[config.mk]
export PLATFORM = sky130hd
export DESIGN_NAME = fetch_sequencer
export DESIGN_NICKNAME = d
export VERILOG_FILES = /design/src/rtl/fetch_sequencer.sv
export SDC_FILE = /design/constraint.sdc
export NUM_CORES = 1
export LEC_CHECK = 0
export BUFFER_PORTS_ARGS = -buffer_cell sky130_fd_sc_hd__buf_4
export CORE_MARGIN = 2
export CORE_UTILIZATION = 32
export CTS_BUF_LIST = sky130_fd_sc_hd__clkbuf_8
export CTS_CLUSTER_DIAMETER = 50
export DETAILED_ROUTE_END_ITERATION = 10
export GPL_TIMING_DRIVEN = 0
export PLACE_DENSITY = 0.69
export SLEW_MARGIN = 20
export SYNTH_ARGS = -nofsm -noshare
export SYNTH_HDL_FRONTEND = slang
export SYNTH_SLANG_ARGS = --single-unit
[constraint.sdc]
create_clock -name clk -period 2.32 [get_ports clk]
set_input_delay 0.116 -clock clk [delete_from_list [all_inputs] [get_ports clk]]
set_output_delay 0.116 -clock clk [all_outputs]
set_load 0.005 [all_outputs]
[src/rtl/fetch_sequencer.sv]
// Instruction fetch sequencer: boot-loads instruction memory, then fetches
// sequentially with stall, redirect and halt control until reset.
module fetch_sequencer #(
    parameter logic [31:0] RESET_PC = 32'h0000_0000,
    parameter int          AW       = 10
) (
    input  logic          clk,
    input  logic          rst_n,
    input  logic          ld_valid,
    input  logic [31:0]   ld_data,
    input  logic          ld_last,
    output logic          ld_ready,
    input  logic          stall,
    input  logic          redirect_valid,
    input  logic [31:0]   redirect_pc,
    input  logic          halt_req,
    output logic [AW-1:0] mem_addr,
    output logic          mem_we,
    output logic [31:0]   mem_wdata,
    input  logic [31:0]   mem_rdata,
    output logic [31:0]   if_pc,
    output logic [31:0]   if_instr,
    output logic          if_valid,
    output logic          halted,
    output logic          align_err,
    output logic [1:0]    state_dbg
);

    // Handshake: a load word transfers on a rising clk edge where
    // ld_valid && ld_ready; the offering side may change ld_data freely otherwise.
    localparam logic [1:0] ST_LOAD = 2'd0;
    localparam logic [1:0] ST_RUN  = 2'd1;
    localparam logic [1:0] ST_HALT = 2'd2;

    localparam logic [AW-1:0] CNT_MAX = '1;

    logic [1:0]    state_q,     state_d;
    logic [AW-1:0] ld_cnt_q,    ld_cnt_d;
    logic [31:0]   pc_q,        pc_d;
    logic [31:0]   if_pc_q,     if_pc_d;
    logic [31:0]   if_instr_q,  if_instr_d;
    logic          if_valid_q,  if_valid_d;
    logic          align_err_q, align_err_d;
    logic          ld_accept;

    // ld_ready is gated by rst_n so it stays low while reset is held.
    assign ld_ready  = rst_n && (state_q == ST_LOAD);
    assign ld_accept = ld_valid && ld_ready;
    assign mem_we    = ld_accept;
    assign mem_wdata = ld_data;
    assign mem_addr  = (state_q == ST_LOAD) ? ld_cnt_q : pc_q[AW+1:2];

    assign if_pc     = if_pc_q;
    assign if_instr  = if_instr_q;
    assign if_valid  = if_valid_q;
    assign halted    = (state_q == ST_HALT);
    assign align_err = align_err_q;
    assign state_dbg = state_q;

    always_comb begin
        state_d     = state_q;
        ld_cnt_d    = ld_cnt_q;
        pc_d        = pc_q;
        if_pc_d     = if_pc_q;
        if_instr_d  = if_instr_q;
        if_valid_d  = if_valid_q;
        align_err_d = align_err_q;
        case (state_q)
            ST_LOAD: begin
                if_valid_d = 1'b0;
                if (ld_accept) begin
                    if (ld_cnt_q != CNT_MAX) ld_cnt_d = ld_cnt_q + 1'b1;
                    if (ld_last || (ld_cnt_q == CNT_MAX)) state_d = ST_RUN;
                end
            end
            ST_RUN: begin
                if (halt_req) begin
                    state_d    = ST_HALT;
                    if_valid_d = 1'b0;
                end else if (redirect_valid) begin
                    // A redirect flushes the fetch register even during a stall.
                    if_valid_d = 1'b0;
                    if (redirect_pc[1:0] == 2'b00) begin
                        pc_d = redirect_pc;
                    end else begin
                        align_err_d = 1'b1;
                        state_d     = ST_HALT;
                    end
                end else if (!stall) begin
                    if_instr_d = mem_rdata;
                    if_pc_d    = pc_q;
                    if_valid_d = 1'b1;
                    pc_d       = pc_q + 32'd4;
                end
            end
            ST_HALT: begin
                if_valid_d = 1'b0;
            end
            default: begin
                state_d    = ST_LOAD;
                if_valid_d = 1'b0;
            end
        endcase
    end

    always_ff @(posedge clk or negedge rst_n) begin
        if (!rst_n) begin
            state_q     <= ST_LOAD;
            ld_cnt_q    <= '0;
            pc_q        <= RESET_PC;
            if_pc_q     <= '0;
            if_instr_q  <= '0;
            if_valid_q  <= 1'b0;
            align_err_q <= 1'b0;
        end else begin
            state_q     <= state_d;
            ld_cnt_q    <= ld_cnt_d;
            pc_q        <= pc_d;
            if_pc_q     <= if_pc_d;
            if_instr_q  <= if_instr_d;
            if_valid_q  <= if_valid_d;
            align_err_q <= align_err_d;
        end
    end

endmodule

; Word level (Yosys, flattened, before mapping)
; Cells that the tools add are included.
[op_classes]
eq_ne = 11
muxes = 14
n_reduce_logical = 10
bitwise = 5
addsub = 2
[ops]
columns = cell, n
row1 = $mux W32, 3
row2 = $add A32 B3 Y32 const B, 1
row3 = $reduce_and A4 Y1, 3
row4 = $add A10 B1 Y10 const B, 1
row5 = $eq A10 B10 Y1 const B, 1
row6 = $mux W10, 1
row7 = $mux W2, 5
row8 = $ne A10 B10 Y1 const B, 1
row9 = $ne A2 B1 Y1 const B, 3
row10 = $ne A3 B3 Y1 const B, 2
row11 = $pmux W2 S3, 1
row12 = $not A1 Y1, 5
row13 = $reduce_and A5 Y1, 1
row14 = $logic_not A2 Y1, 2
row15 = $mux W1, 4
row16 = $ne A4 B4 Y1 const B, 1
row17 = $reduce_and A3 Y1, 1
row18 = $eq A2 B1 Y1 const B, 1
row19 = $eq A2 B2 Y1 const B, 1
row20 = $logic_and A1 B1 Y1, 2
row21 = $ne A2 B2 Y1 const B, 1
row22 = $logic_or A1 B1 Y1, 1
[totals]
inputBits = 103
word_cells = 49
output_inout_bits = 113
reg_bits = 110

; Longest topological paths before layout
[depth]
depth_word = 5
ltp_mapped = 7
depth_no_buf = 6

; Worst setup path after synthesis
; OpenSTA, ideal clock, no wires.
[synth_path]
kind = register to register
startpoint = register pc_q[2]
endpoint = register pc_q[30]
path_slack_ps = 257
period_less_slack_ps = 2063
n_path_buf = 0
setup_ps = 131
required_ps = 2189
arrival_time_ps = 1933
stages_incl_launch_ff = 7
cell_sequence = dfrtp_1 ha_1 nand3_1 or4_4 or4_4 a21oi_1 o211ai_1
[synth_via]
elab_chain_len = 3
[synth_lines]
columns = element, line_no
row1 = start: declaration, 39  ; logic [31:0] pc_q, pc_d;
row2 = start signal: assignment, 118  ; pc_q <= pc_d;
row3 = $add A32 B3 Y32, 93  ; pc_d = pc_q + 32'd4;
row4 = $mux W32, 89  ; end else if (!stall) begin
row5 = $mux W32, 80  ; end else if (redirect_valid) begin
; Every way passes these cells. The select of a mux whose other input is x is not followed.
; A chain may end at the register's enable or synchronous reset.

; Worst setup path in the final report
[layout_path]
startpoint = register pc_q[3]
endpoint = register pc_q[30]
; Same word-level chain as after synthesis.

==> results.ini <==
[logic_synthesis]
async_flop_share_pct = 100
yosysMostFrequentCell = nand2_1
dominantRegCellSynth = dfrtp_1
syn-num-nets = 725
synth_top_cells_by_count = nand2_1, dfrtp_1, buf_4
ys_seq_area_share_pct = 51.0
ys_types = 55
synth-edff-count = 0
synth_cells = 620
synth.yosys.warnings = 0
post_synth.cell_area_avg_sq_um = 8.71
ys_ff_latch = 110
netlist_top_cells_area = dfrtp_1, nand2_1, buf_4
synth.largest_area_cell = dfrtp_1
synth.top_cell.area_share_pct = 51.0
synth.cell_area_sq_mm = 0.00540

[global_routing]
grt_first_pass_wirelength_mm = 26.3
globalRouteOverflowTotal = 0
maximum_number_of_pins_on_one_net_before_global_route_repair = 65
antenna_found_initial = 0
grt_util_all_layers_pct = 18.5
grt_use_met3_pct = 5.78
number_of_global_route_vias_before_repair = 5026
grt_util_met1_pct = 24.3
global_route.peak_usage_layer = met2
use_met2_pct = 30.3

[layout]
nNetsFinal = 962
area_delta_synth_final_pct = 43.5
layout-drive-gt1-share_pct = 31.8
antenna-diode-count = 0
finish.cell_count_without_fillers = 1081
final_design_area_no_fill_sq_mm = 0.00775

[sta]
tightest_slew_ns = 0.712
layout_min_cycle_time_ns = 2.19
timing_hold_violations_final = 0
finClkSkew_ns = 0.0115
timing.final.max_slew_violations = 0
setup_tns_ns = 0
unrepaired_setup_endpoints_after_global_routing = false
fmax_mhz = 457
setup_ws_ns = 0.131
final-setup-viol-count = 0
period_share_pct = 94.4
worst_slew_margin_rel_pct = 52.2

[place]
place_inst = 1023
routabilityCongestion = 0.896
dpl_cell_area_sq_mm = 0.00707
place_ws_ns = -0.217
port_buffers = 182
dpl.hpwl_mm = 11.9

[routing]
drt_first_pass_iters = 5
route.detailed.drc = 0
wl_per_cell_microns = 15.4
routed-via-count = 5225
route.final.wire_length_mm = 16.6
average_vias_per_placed_instance = 4.83
final_antenna_net_count = 0
drt_first_iter_violations = 240

[floorplan]
core-area_sq_mm = 0.0165
die_span_y_microns = 134
chipWidth_microns = 134
fp.dieArea_sq_mm = 0.0179
fp-row-count = 47
num_io_pins = 216
floorplan.initialDensity_pct = 32.7

[worst_setup_path]
critical_path_buf_inv_count = 0
reg2reg_from = pc_q[3]
worst-endpoint-required_ns = 2.59
timing.critical_path.mode_cell = or4_4
worstSetupStartpointType = flop
slowest_stage = or4_4
reg2regPathDepth = 6
cell_by_cell_listing_of_the_critical_path = ha_2 > nand3_2 > or4_4 > or4_4 > a21oi_1 > o211ai_1
crit-reg2reg-capture = pc_q[30]
worstPathArrival_ns = 2.46
timing.critical_path.max_delay_family = simple AND/OR/NAND/NOR gates
critPathCaptureType = flop
critPathMaxStageDelay_ns = 0.55
timing.setup.critical_path_class = flop to flop
cp_max_fo = 7
timing.reg2reg.setup_slack_ns = 0.13

[cts]
cts_tree = yes
cts_made_buffers = 9
ctsLongestPathBuffers = 2
clk_latency_ns = 0.39
cts.root.buffer_cell = clkbuf_8
clock-sinks = 110
htree_levels = 3
path_clk_slew_ns = 0.10

[hold_path]
hold_path_class = input pin to flop
min_to = pc_q[3]
hold_path.startpoint = redirect_pc[3]
holdPathStages = 3

[run]
maxCapViolCount = 0

[pwr]
p_leak_nw = 3.95
power-per-cell-area_mw_per_mm2 = 793
vdd_ir_drop_max_mv = 0.713

[outcome]
status = complete, no violations

registers in the layout, summed over array words and instances (netlist names):
| register | count |
|---|---|
| state_dbg | 2 |
| if_instr | 32 |
| pc_q | 32 |
| ld_cnt_q | 10 |
| if_valid | 1 |
| align_err | 1 |
| if_pc | 32 |
cell usage in the layout (no fill, tap or decap), types with 14 or more instances in the layout:
cell type,instances
a21oi_1,29
buf_4,219
clkbuf_1,16
dfrtp_1,108
dlygate4sd3_1,39
nand2_1,211
nand3_1,20
nand4_1,14
nor2_1,25
o21ai_0,26
cell families (layout without fill, tap and decap cells):
logic type                 Yosys count  in the layout  synth area share [%]
buffers and inverters               68            309                  7.09
and+or+nand+nor                    321            321                  26.3
DFF                                110            110                  51.0
adders and majority gates            2              2                 0.463
AOI/OAI and AO/OA                   98             98                  11.2
xor gates and xnor gates             7              7                  1.14
muxes                               14             14                  2.85
report_power, final:
part	switching [mW]	internal [mW]	leakage, nW
clock	0.682	0.504	0.0965
combinational	0.865	1.14	2.41
sequential	0.523	2.44	1.44
total	2.07	4.08	3.95
area by class of cell:
| cell class | instances | area, sq um |
|---|---|---|
| fillers | 1596 | 8780 |
| flip-flops and latches | 110 | 2760 |
| multi-input cells | 442 | 2300 |
| repair buffers | 227 | 1830 |
| plain buffers | 61 | 364 |
| well taps | 220 | 275 |
| clock buffers | 9 | 124 |
| clock inverters | 6 | 68.8 |
| inverters | 6 | 22.5 |
metrics by stage:
stage / total power [mW] / utilization (%) / hold WS [ns]
final: 6.15 / 46.9 / 0.0304
after global routing: 6.54 / 46.9 / 0.00725
after CTS: 6.14 / 46.5 / 0.0114
after detailed placement: 4.88 / 42.8 / 0.149
after global placement: 4.83 / 42.6 / 0.307
after floorplan: 3.72 / - / -0.180
worst register-to-register path, delay by kind of cell (launching register included):
family | cells | cell delay, ns
simple gates | 3 | 1.12
flops | 1 | 0.44
compound gates | 2 | 0.28
fa+ha+maj | 1 | 0.24
how the worst max path moves through the flow:
stage / startpoint / endpoint / cells past startpoint
6_report: pc_q[3] / pc_q[30] / 6
5_1_grt: pc_q[3] / pc_q[30] / 6
4_1_cts: pc_q[3] / pc_q[30] / 6
3_5_place_dp: state_dbg[1] / pc_q[17] / 5
3_3_place_gp: rst_n / ld_cnt_q[6] / 7
2_1_floorplan: pc_q[2] / pc_q[30] / 6
metal layers:
layer  wire, microns  up-vias
met5               0        -
met3            1390       15
li1                -     2558
met4             234        0
met2            7630      216
met1            7350     2436
repair_timing:
action                                  in CTS  in global routing
hold buffers                                39                  0
setup buffers                                2                  3
endpoints found under the setup margin      54                 76
pin swaps                                    1                  1
hold endpoints to repair                    99                  0
gates resized for setup                      5                 17
(Power assumes the default switching activity.)
